## src/rtl/handshake_skid_fifo.sv

```systemverilog
// Valid/ready stream buffer of DEPTH entries with occupancy count, almost-full flag and synchronous flush.
// Every output is derived from registered state, so down_ready never combinationally reaches up_ready.
module handshake_skid_fifo #(
  parameter int WORD_WIDTH = 8,
  parameter int DEPTH      = 4,
  parameter int AF_LEVEL   = 3,
  localparam int CW        = $clog2(DEPTH + 1)
) (
  input  logic                  clk,
  input  logic                  rst,
  input  logic                  flush,
  input  logic                  up_valid,
  input  logic [WORD_WIDTH-1:0] up_data,
  output logic                  up_ready,
  output logic                  down_valid,
  output logic [WORD_WIDTH-1:0] down_data,
  input  logic                  down_ready,
  output logic [CW-1:0]         count,
  output logic                  almost_full
);

  localparam int PW = $clog2(DEPTH);
  localparam logic [CW-1:0] FULL_COUNT = CW'(DEPTH);
  localparam logic [CW-1:0] AF_COUNT   = CW'(AF_LEVEL);

  // Handshake: a word moves on a rising edge where valid and ready are both high;
  // valid never waits on ready, and the sender holds valid/data stable until that edge.
  logic [WORD_WIDTH-1:0] mem [DEPTH];
  logic [PW-1:0]         wr_ptr;
  logic [PW-1:0]         rd_ptr;
  logic                  push;
  logic                  pop;

  assign up_ready    = !rst && (count != FULL_COUNT);
  assign down_valid  = (count != '0);
  assign down_data   = down_valid ? mem[rd_ptr] : '0;
  assign almost_full = (count >= AF_COUNT);

  assign push = up_valid && up_ready;
  assign pop  = down_valid && down_ready;

  always_ff @(posedge clk) begin
    if (rst || flush) begin
      wr_ptr <= '0;
      rd_ptr <= '0;
      count  <= '0;
    end else begin
      if (push) wr_ptr <= wr_ptr + PW'(1);
      if (pop)  rd_ptr <= rd_ptr + PW'(1);
      count <= count + CW'(push) - CW'(pop);
    end
  end

  // Storage is deliberately left unreset; a flushed push is simply never made visible.
  always_ff @(posedge clk) begin
    if (push && !flush) mem[wr_ptr] <= up_data;
  end

endmodule

```

## config.mk

```make
export PLATFORM = sky130hd
export DESIGN_NAME = handshake_skid_fifo
export DESIGN_NICKNAME = d
export VERILOG_FILES = /design/src/rtl/handshake_skid_fifo.sv
export SDC_FILE = /design/constraint.sdc
export NUM_CORES = 1
export LEC_CHECK = 0
export BUFFER_PORTS_ARGS = -buffer_cell sky130_fd_sc_hd__buf_2
export CELL_PAD_IN_SITES_DETAIL_PLACEMENT = 2
export CELL_PAD_IN_SITES_GLOBAL_PLACEMENT = 2
export CORE_ASPECT_RATIO = 1.75
export CORE_MARGIN = 8
export CORE_UTILIZATION = 30
export DETAILED_ROUTE_END_ITERATION = 6
export PLACE_DENSITY = 0.65
export SYNTH_ARGS = -nofsm -noshare
export SYNTH_HDL_FRONTEND = slang
export SYNTH_SLANG_ARGS = --single-unit
```

## constraint.sdc

```tcl
create_clock -name clk -period 3.2 [get_ports clk]
set_input_delay 0.16 -clock clk [delete_from_list [all_inputs] [get_ports clk]]
set_output_delay 0.16 -clock clk [all_outputs]
set_load 0.03 [all_outputs]
```

==> results of run 1 <==
-- routing by layer --
layer | up-vias | global-route usage [%]
met2 | 31 | 18.0
met5 | - | 0
met1 | 484 | 8.91
li1 | 446 | -
met3 | 7 | 3.18
met4 | 0 | 5.23
-- metrics by stage --
| step | cell area (µm²) | setup slack (ps) | util [%] |
|---|---|---|---|
| final | 2050 | 818 | 36.7 |
| after global routing | 2050 | 638 | 36.7 |
| after CTS | 2050 | 762 | 36.7 |
| after detailed placement | 1970 | 758 | 35.3 |
| after global placement | 1970 | 936 | 35.3 |
| after floorplan | 1740 | 925 | - |
-- sequential cells by signal, indices dropped and copies added (netlist names), named ones only --
register,cells
count,3
mem,32
rd_ptr,2
wr_ptr,2
-- path summary, 6_finish.rpt --
path,end,from,slack (ps),cells past startpoint
setup reg to reg,count[2],count[1],820,9
setup / recovery,count[2],count[1],820,9
hold reg to reg,wr_ptr[0],wr_ptr[0],510,2
hold / removal,mem[3][0],up_data[0],90,1
-- cells in the final DEF (no fill, tap or decap), types with 2 or more instances in the layout --
cell type	count
nand2_1	6
nor2b_1	10
inv_1	6
buf_4	4
ha_1	7
nor3_1	3
dfxtp_1	9
mux4_2	8
xor2_1	2
edfxtp_1	32
nor3b_1	4
mux2i_1	4
buf_2	26
clkbuf_1	3
clkbuf_8	5
-- power by group through the flow --
stage / clock, mW / combinational (mW) / sequential (mW)
finish: 0.320 / 0.112 / 0.589
global route: 0.353 / 0.122 / 0.591
CTS: 0.333 / 0.115 / 0.590
detailed placement: 0 / 0.116 / 0.602
global placement: 0 / 0.110 / 0.601
floorplan: 0 / 0.0707 / 0.603
-- cells by family (layout without fill, tap and decap cells) --
group / after synthesis / count (layout)
XOR/XNOR: 2 / 2
AO/OA/AOI/OAI: 2 / 2
flip-flops: 41 / 41
AND/OR/NAND/NOR: 29 / 29
multiplexers: 12 / 12
buffers and inverters: 9 / 44
adder cells (fa/ha/maj): 8 / 8
-- critical path, delay by kind of cell, from the launching register on --
kind / cells / cell delay (ps)
buf+inv: 2 / 110
simple gates: 3 / 780
flops: 1 / 410
fa+ha+maj: 3 / 830
xor+xnor: 1 / 170
-- layout make-up --
| cell class | instances | area [µm²] | area share [%] |
|---|---|---|---|
| clock buffers | 8 | 80.1 | 3.90 |
| flip-flops and latches | 41 | 1140 | 55.6 |
| well taps | 76 | 95.1 | 4.63 |
| multi-input cells | 53 | 553 | 27.0 |
| repair buffers | 30 | 160 | 7.80 |
| inverters | 6 | 22.5 | 1.10 |
==> results.sh, run 1 <==
export IMPL_antenna_found_initial=0
export IMPL_track_usage_pct=9.70
export IMPL_drt_met1_wl_um=1380
export IMPL_synth_flop_cell="edfxtp_1"
export IMPL_outcome="finished, final reports clean"
export IMPL_slew_violations=0
export IMPL_final_setup_tns_ps=0
export IMPL_crit_type="reg -> reg"
export IMPL_drive_gt1_share_pct=33.3
export IMPL_pwr_share_seq_pct=57.7
export IMPL_total_leakage_power_nw=0.757
export IMPL_cts_made_buffers=5
export IMPL_clk_path_buf_depth=2
export IMPL_hold_buffers=0
export IMPL_synth_top_family_by_area="multiplexers"
export IMPL_dp_cells=206
export IMPL_via_per_inst=4.52
export IMPL_n_antenna_cell=0
export IMPL_yosys_top_cells_count="edfxtp_1, nor2b_1, dfxtp_1, mux4_2, ha_1"
export IMPL_synth_area_leaders="edfxtp_1, dfxtp_1, mux4_2"
export IMPL_clkPwrFrac_pct=31.4
export IMPL_post_cts_setup_buffer_count=0
export IMPL_initial_core_util_pct=31.1
export IMPL_fmax_mhz=420
export IMPL_crit_arrival_ps=2590
export IMPL_synth_xor_area_share_pct=1.01
export IMPL_ys_seq_area_share_pct=65.7
export IMPL_drcViolationCount=0
export IMPL_pwr_share_comb_pct=10.9
export IMPL_yosysTopAreaCell="edfxtp_1"
export IMPL_numPortBuffers=26
export IMPL_synth_top_area_share_pct=55.3
export IMPL_dieHeight_um=117
export IMPL_period_minus_slack_ps=2380
export IMPL_swShare_pct=24.0
export IMPL_synth_simple_gate_area_share_pct=11.2
export IMPL_critPathLaunchType="flip-flop"
export IMPL_synth_avg_cell_area_um2=16.9
export IMPL_drt_first_pass_iters=3
export IMPL_via_count=968
export IMPL_wl_met3_um=200
export IMPL_switching_power_mw=0.245
export IMPL_ys_ff_latch=41
export IMPL_synth_area_um2=1740
export IMPL_worstPathMaxFanout=10
export IMPL_dp_hpwl_um=2880
export IMPL_clock_latency_ps=290
export IMPL_drtIter0Drc=25
export IMPL_ir_drop_v=0.000152
export IMPL_gp_congestion=0.711
export IMPL_intPower_mw=0.776
export IMPL_clkTransAtPathRegs_ps=70
export IMPL_critPathCaptureType="flip-flop"
export IMPL_clock_skew_ps=2.54
export IMPL_wl_per_cell_um=17.3
export IMPL_ys_types=23
export IMPL_grt_max_degree=12
export IMPL_cts_tree="built"
export IMPL_post_route_period_util_pct=74.4
export IMPL_worst_slew_pin_slew_ps=565
export IMPL_synth_edf_count=32
export IMPL_timing_hold_ws_ps=90.5
export IMPL_wl_met2_um=2040
export IMPL_synth_nets=124
export IMPL_grt_pass1_wl_um=6050
export IMPL_synth_compound_area_share_pct=0.793
export IMPL_finalNonFillerCells=214
export IMPL_crit_slowest_cell="nor3_4"
export IMPL_power_total_mw=1.02
export IMPL_dieWidth_um=73.5
export IMPL_num_fill_cells=612
export IMPL_cts_root_buffer="clkbuf_8"
export IMPL_path_cells="nor3_4, nor2b_1, ha_1, inv_1, ha_1, inv_1, fa_1, xor2_1, nor3_1"
export IMPL_maxCapViolations=0
export IMPL_dieArea_um2=8580
export IMPL_cp_data_required_time_ps=3410
export IMPL_setup_viol=0
export IMPL_max_slew_margin_pct=62.3
export IMPL_grt_pass1_vias=1174
export IMPL_synth_async_sr_flop_share_pct=0
export IMPL_top_layer="met4"
export IMPL_rsz0062_at_grt="no"
export IMPL_grt_overflow=0
export IMPL_critPathMaxStageDelay_ps=460
export IMPL_core_area_um2=5590
export IMPL_synth_adder_area_share_pct=6.20
export IMPL_synth_mux_area_share_pct=12.7
export IMPL_routed_wl_um=3700
export IMPL_clock_sinks=41
export IMPL_yosysWarnings=0
export IMPL_hold_viol=0
export IMPL_fin_nets=158
export IMPL_cts_resized=0
export IMPL_drtAntennaViolNets=0
export IMPL_io_pins=27
export IMPL_fp_row_count=36
export IMPL_h_tree_depth=2
export IMPL_yosysMostFrequentCell="edfxtp_1"
export IMPL_power_density_nw_per_um2=498
export IMPL_syn_inst=103
export IMPL_worstHoldPathType="in -> reg"
export IMPL_syn2layout_area_growth_pct=18.2
Note: power is estimated with default switching activity, not from simulation.
==> inputs of run 2 (changes only) <==
- ABC_AREA: unset -> 1
- PLACE_DENSITY: 0.65 -> 0.7
- clock period: 3.2 -> 2.2 ns (I/O delays scaled with it)
==> run 2 against run 1 <==
- sequential power rose by 45%
- critical path depth up 2
- global-route usage rose by 1.5 points
- routed wire length rose by 27%
- area after synthesis grew 5.0%
- design area increased by 5.0%
- sequential share of layout area is 2.6 points lower
- clock-buffer cell count is 2 lower
- largest cell class unchanged
==> results.sh, run 2 <==
export IMPL_rsz0062_at_grt="no"
export IMPL_max_slew_margin_pct=78.8
export IMPL_track_usage_pct=11.2
export IMPL_drive_gt1_share_pct=29.7
export IMPL_clkTransAtPathRegs_ps=90
export IMPL_worst_slew_pin_slew_ps=316
export IMPL_ys_types=22
export IMPL_critPathCaptureType="flip-flop"
export IMPL_synth_area_um2=1820
export IMPL_grt_max_degree=18
export IMPL_initial_core_util_pct=31.0
export IMPL_num_fill_cells=663
export IMPL_gp_congestion=0.749
export IMPL_reg2reg_depth=11
export IMPL_fmax_mhz=494
export IMPL_yosysTopAreaCell="edfxtp_1"
export IMPL_wl_per_cell_um=16.8
export IMPL_clock_sinks=41
export IMPL_critPathLaunchType="flip-flop"
export IMPL_wl_met2_um=2780
export IMPL_yosysWarnings=0
export IMPL_worstHoldPathCells=1
export IMPL_seq_area_um2=1140
export IMPL_synth_nets=187
export IMPL_numPortBuffers=26
export IMPL_synth_edf_count=32
export IMPL_drt_first_pass_iters=4
export IMPL_core_area_um2=5880
export IMPL_maxCapViolations=0
export IMPL_dieHeight_um=119
export IMPL_period_minus_slack_ps=2030
export IMPL_grt_overflow=0
export IMPL_yosysMostFrequentCell="edfxtp_1"
export IMPL_synth_avg_cell_area_um2=11.0
export IMPL_h_tree_depth=2
export IMPL_multi_input_area_um2=553
export IMPL_timing_hold_ws_ps=34.9
export IMPL_n_antenna_cell=0
export IMPL_layout_setup_ws_ps=174
export IMPL_synth_area_leaders="edfxtp_1, dfxtp_1, nor2_1"
export IMPL_regMostFlops="mem"
export IMPL_worstPathMaxFanout=5
export IMPL_cts_root_buffer="clkbuf_8"
export IMPL_clock_skew_ps=14.3
export IMPL_clk_path_buf_depth=2
export IMPL_placed_area_um2=2050
export IMPL_grt_pass1_wl_um=7440
export IMPL_final_cell_mix="edfxtp_1, nor2_1, buf_2"
export IMPL_synth_top_family_by_area="simple AND/OR/NAND/NOR gates"
export IMPL_fp_row_count=37
export IMPL_cp_data_required_time_ps=2370
export IMPL_ir_drop_v=0.000272
export IMPL_yosys_top_cells_count="edfxtp_1, nor2_1, inv_1, nor2_2"
export IMPL_cts_tree="built"
export IMPL_stdcell_area_um2=2150
export IMPL_hold_buffers=0
export IMPL_cts_made_buffers=5
export IMPL_dieArea_um2=8930
export IMPL_drt_met1_wl_um=1650
export IMPL_ys_seq_area_share_pct=62.6
export IMPL_synth_flop_cell="edfxtp_1"
export IMPL_fin_nets=222
export IMPL_clock_latency_ps=290
export IMPL_crit_type="reg -> reg"
export IMPL_total_leakage_power_nw=0.858
export IMPL_pre_cts_ws_ps=69.7
export IMPL_drcViolationCount=0
export IMPL_synth_compound_area_share_pct=8.17
export IMPL_post_route_period_util_pct=92.1
export IMPL_io_pins=27
export IMPL_power_density_nw_per_um2=748
export IMPL_path_cells="nor2_4, nand2_2, nand2_2, inv_1, ha_1, inv_1, ha_1, inv_1, fa_1, xor2_1, nor2_1"
export IMPL_dp_hpwl_um=3540
export IMPL_via_count=1297
export IMPL_antenna_found_initial=0
export IMPL_hold_viol=0
export IMPL_synth_simple_gate_area_share_pct=15.8
export IMPL_via_per_inst=4.63
export IMPL_final_setup_tns_ps=0
export IMPL_final_util_pct=36.6
export IMPL_slew_violations=0
export IMPL_synth_async_sr_flop_share_pct=0
export IMPL_worstHoldPathType="in -> reg"
export IMPL_post_cts_setup_buffer_count=0
export IMPL_synth_mux_area_share_pct=0
export IMPL_outcome="finished, final reports clean"
export IMPL_syn_inst=166
export IMPL_crit_arrival_ps=2200
export IMPL_grt_pass1_vias=1544
export IMPL_finalNonFillerCells=280
export IMPL_syn2layout_area_growth_pct=18.2
export IMPL_synth_adder_area_share_pct=5.90
export IMPL_reg_top3="mem (32), count (3)"
export IMPL_mostFrequentLayoutCell="edfxtp_1"
export IMPL_synth_top_area_share_pct=52.7
export IMPL_critPathMaxStageDelay_ps=370
export IMPL_top_layer="met4"
export IMPL_largest_reg_flops=32
export IMPL_power_total_mw=1.61
export IMPL_drtAntennaViolNets=0
export IMPL_routed_wl_um=4700
export IMPL_ys_ff_latch=41
export IMPL_dieWidth_um=74.9
export IMPL_crit_path_frequent_cell="inv_1"
export IMPL_setup_viol=0
export IMPL_wl_met3_um=204
export IMPL_synth_xor_area_share_pct=0.480
export IMPL_crit_slowest_cell="fa_1"
export IMPL_dp_cells=272
export IMPL_drtIter0Drc=56
-- run 2: cell count changes after synthesis, moves of 5 or more --
cell	before	now
inv_1	6	17
nor2_1	1	30
nand2_1	6	11
nor2b_1	10	0
mux4_2	8	0
o21ai_0	1	7
o21ai_1	0	10
nor2_2	0	12
a21oi_1	0	11
-- run 2: cells by family after synthesis --
group | after synthesis
buf+inv | 25
flops | 41
simple gates | 62
xor+xnor | 1
fa+ha+maj | 8
compound gates | 29
-- run 2: final timing paths --
check | start | to | slack, ps
max | count[1] | count[2] | 170
min | up_data[7] | mem[3][7] | 30
max reg2reg | count[1] | count[2] | 170
min reg2reg | rd_ptr[0] | rd_ptr[0] | 540
-- run 2: power breakdown --
| part | internal [mW] | switching [mW] |
|---|---|---|
| registers | 0.845 | 0.00851 |
| logic | 0.0497 | 0.119 |
| clock network | 0.337 | 0.253 |
| total | 1.23 | 0.380 |
-- run 2: area by class of cell --
cell class,count,share of cell area (%)
clock buffer,6,3.37
multi-input combinational,100,25.7
clock inverter,2,1.63
inverter,21,3.66
sequential,41,53.0
timing repair buffer,32,8.13
tap,78,4.53
-- run 2: critical path: cells and delay by family, from the launching register on --
family / cells / cell delay (ps)
buf+inv: 3 / 170
xor+xnor: 1 / 160
flops: 1 / 360
fa+ha+maj: 3 / 770
simple gates: 4 / 450
-- run 2: timing repair --
| action | 4_1_cts | 5_1_grt |
|---|---|---|
| gates resized for setup | 0 | 1 |
| endpoints found under the setup margin | 0 | 1 |
| endpoints found under the hold margin | 0 | 0 |
-- run 2: metal layers --
| layer | track usage, % | up-vias |
|---|---|---|
| li1 | - | 616 |
| met1 | 10.1 | 649 |
| met2 | 21.9 | 25 |
| met3 | 2.69 | 7 |
| met4 | 4.20 | 0 |
| met5 | 0 | - |
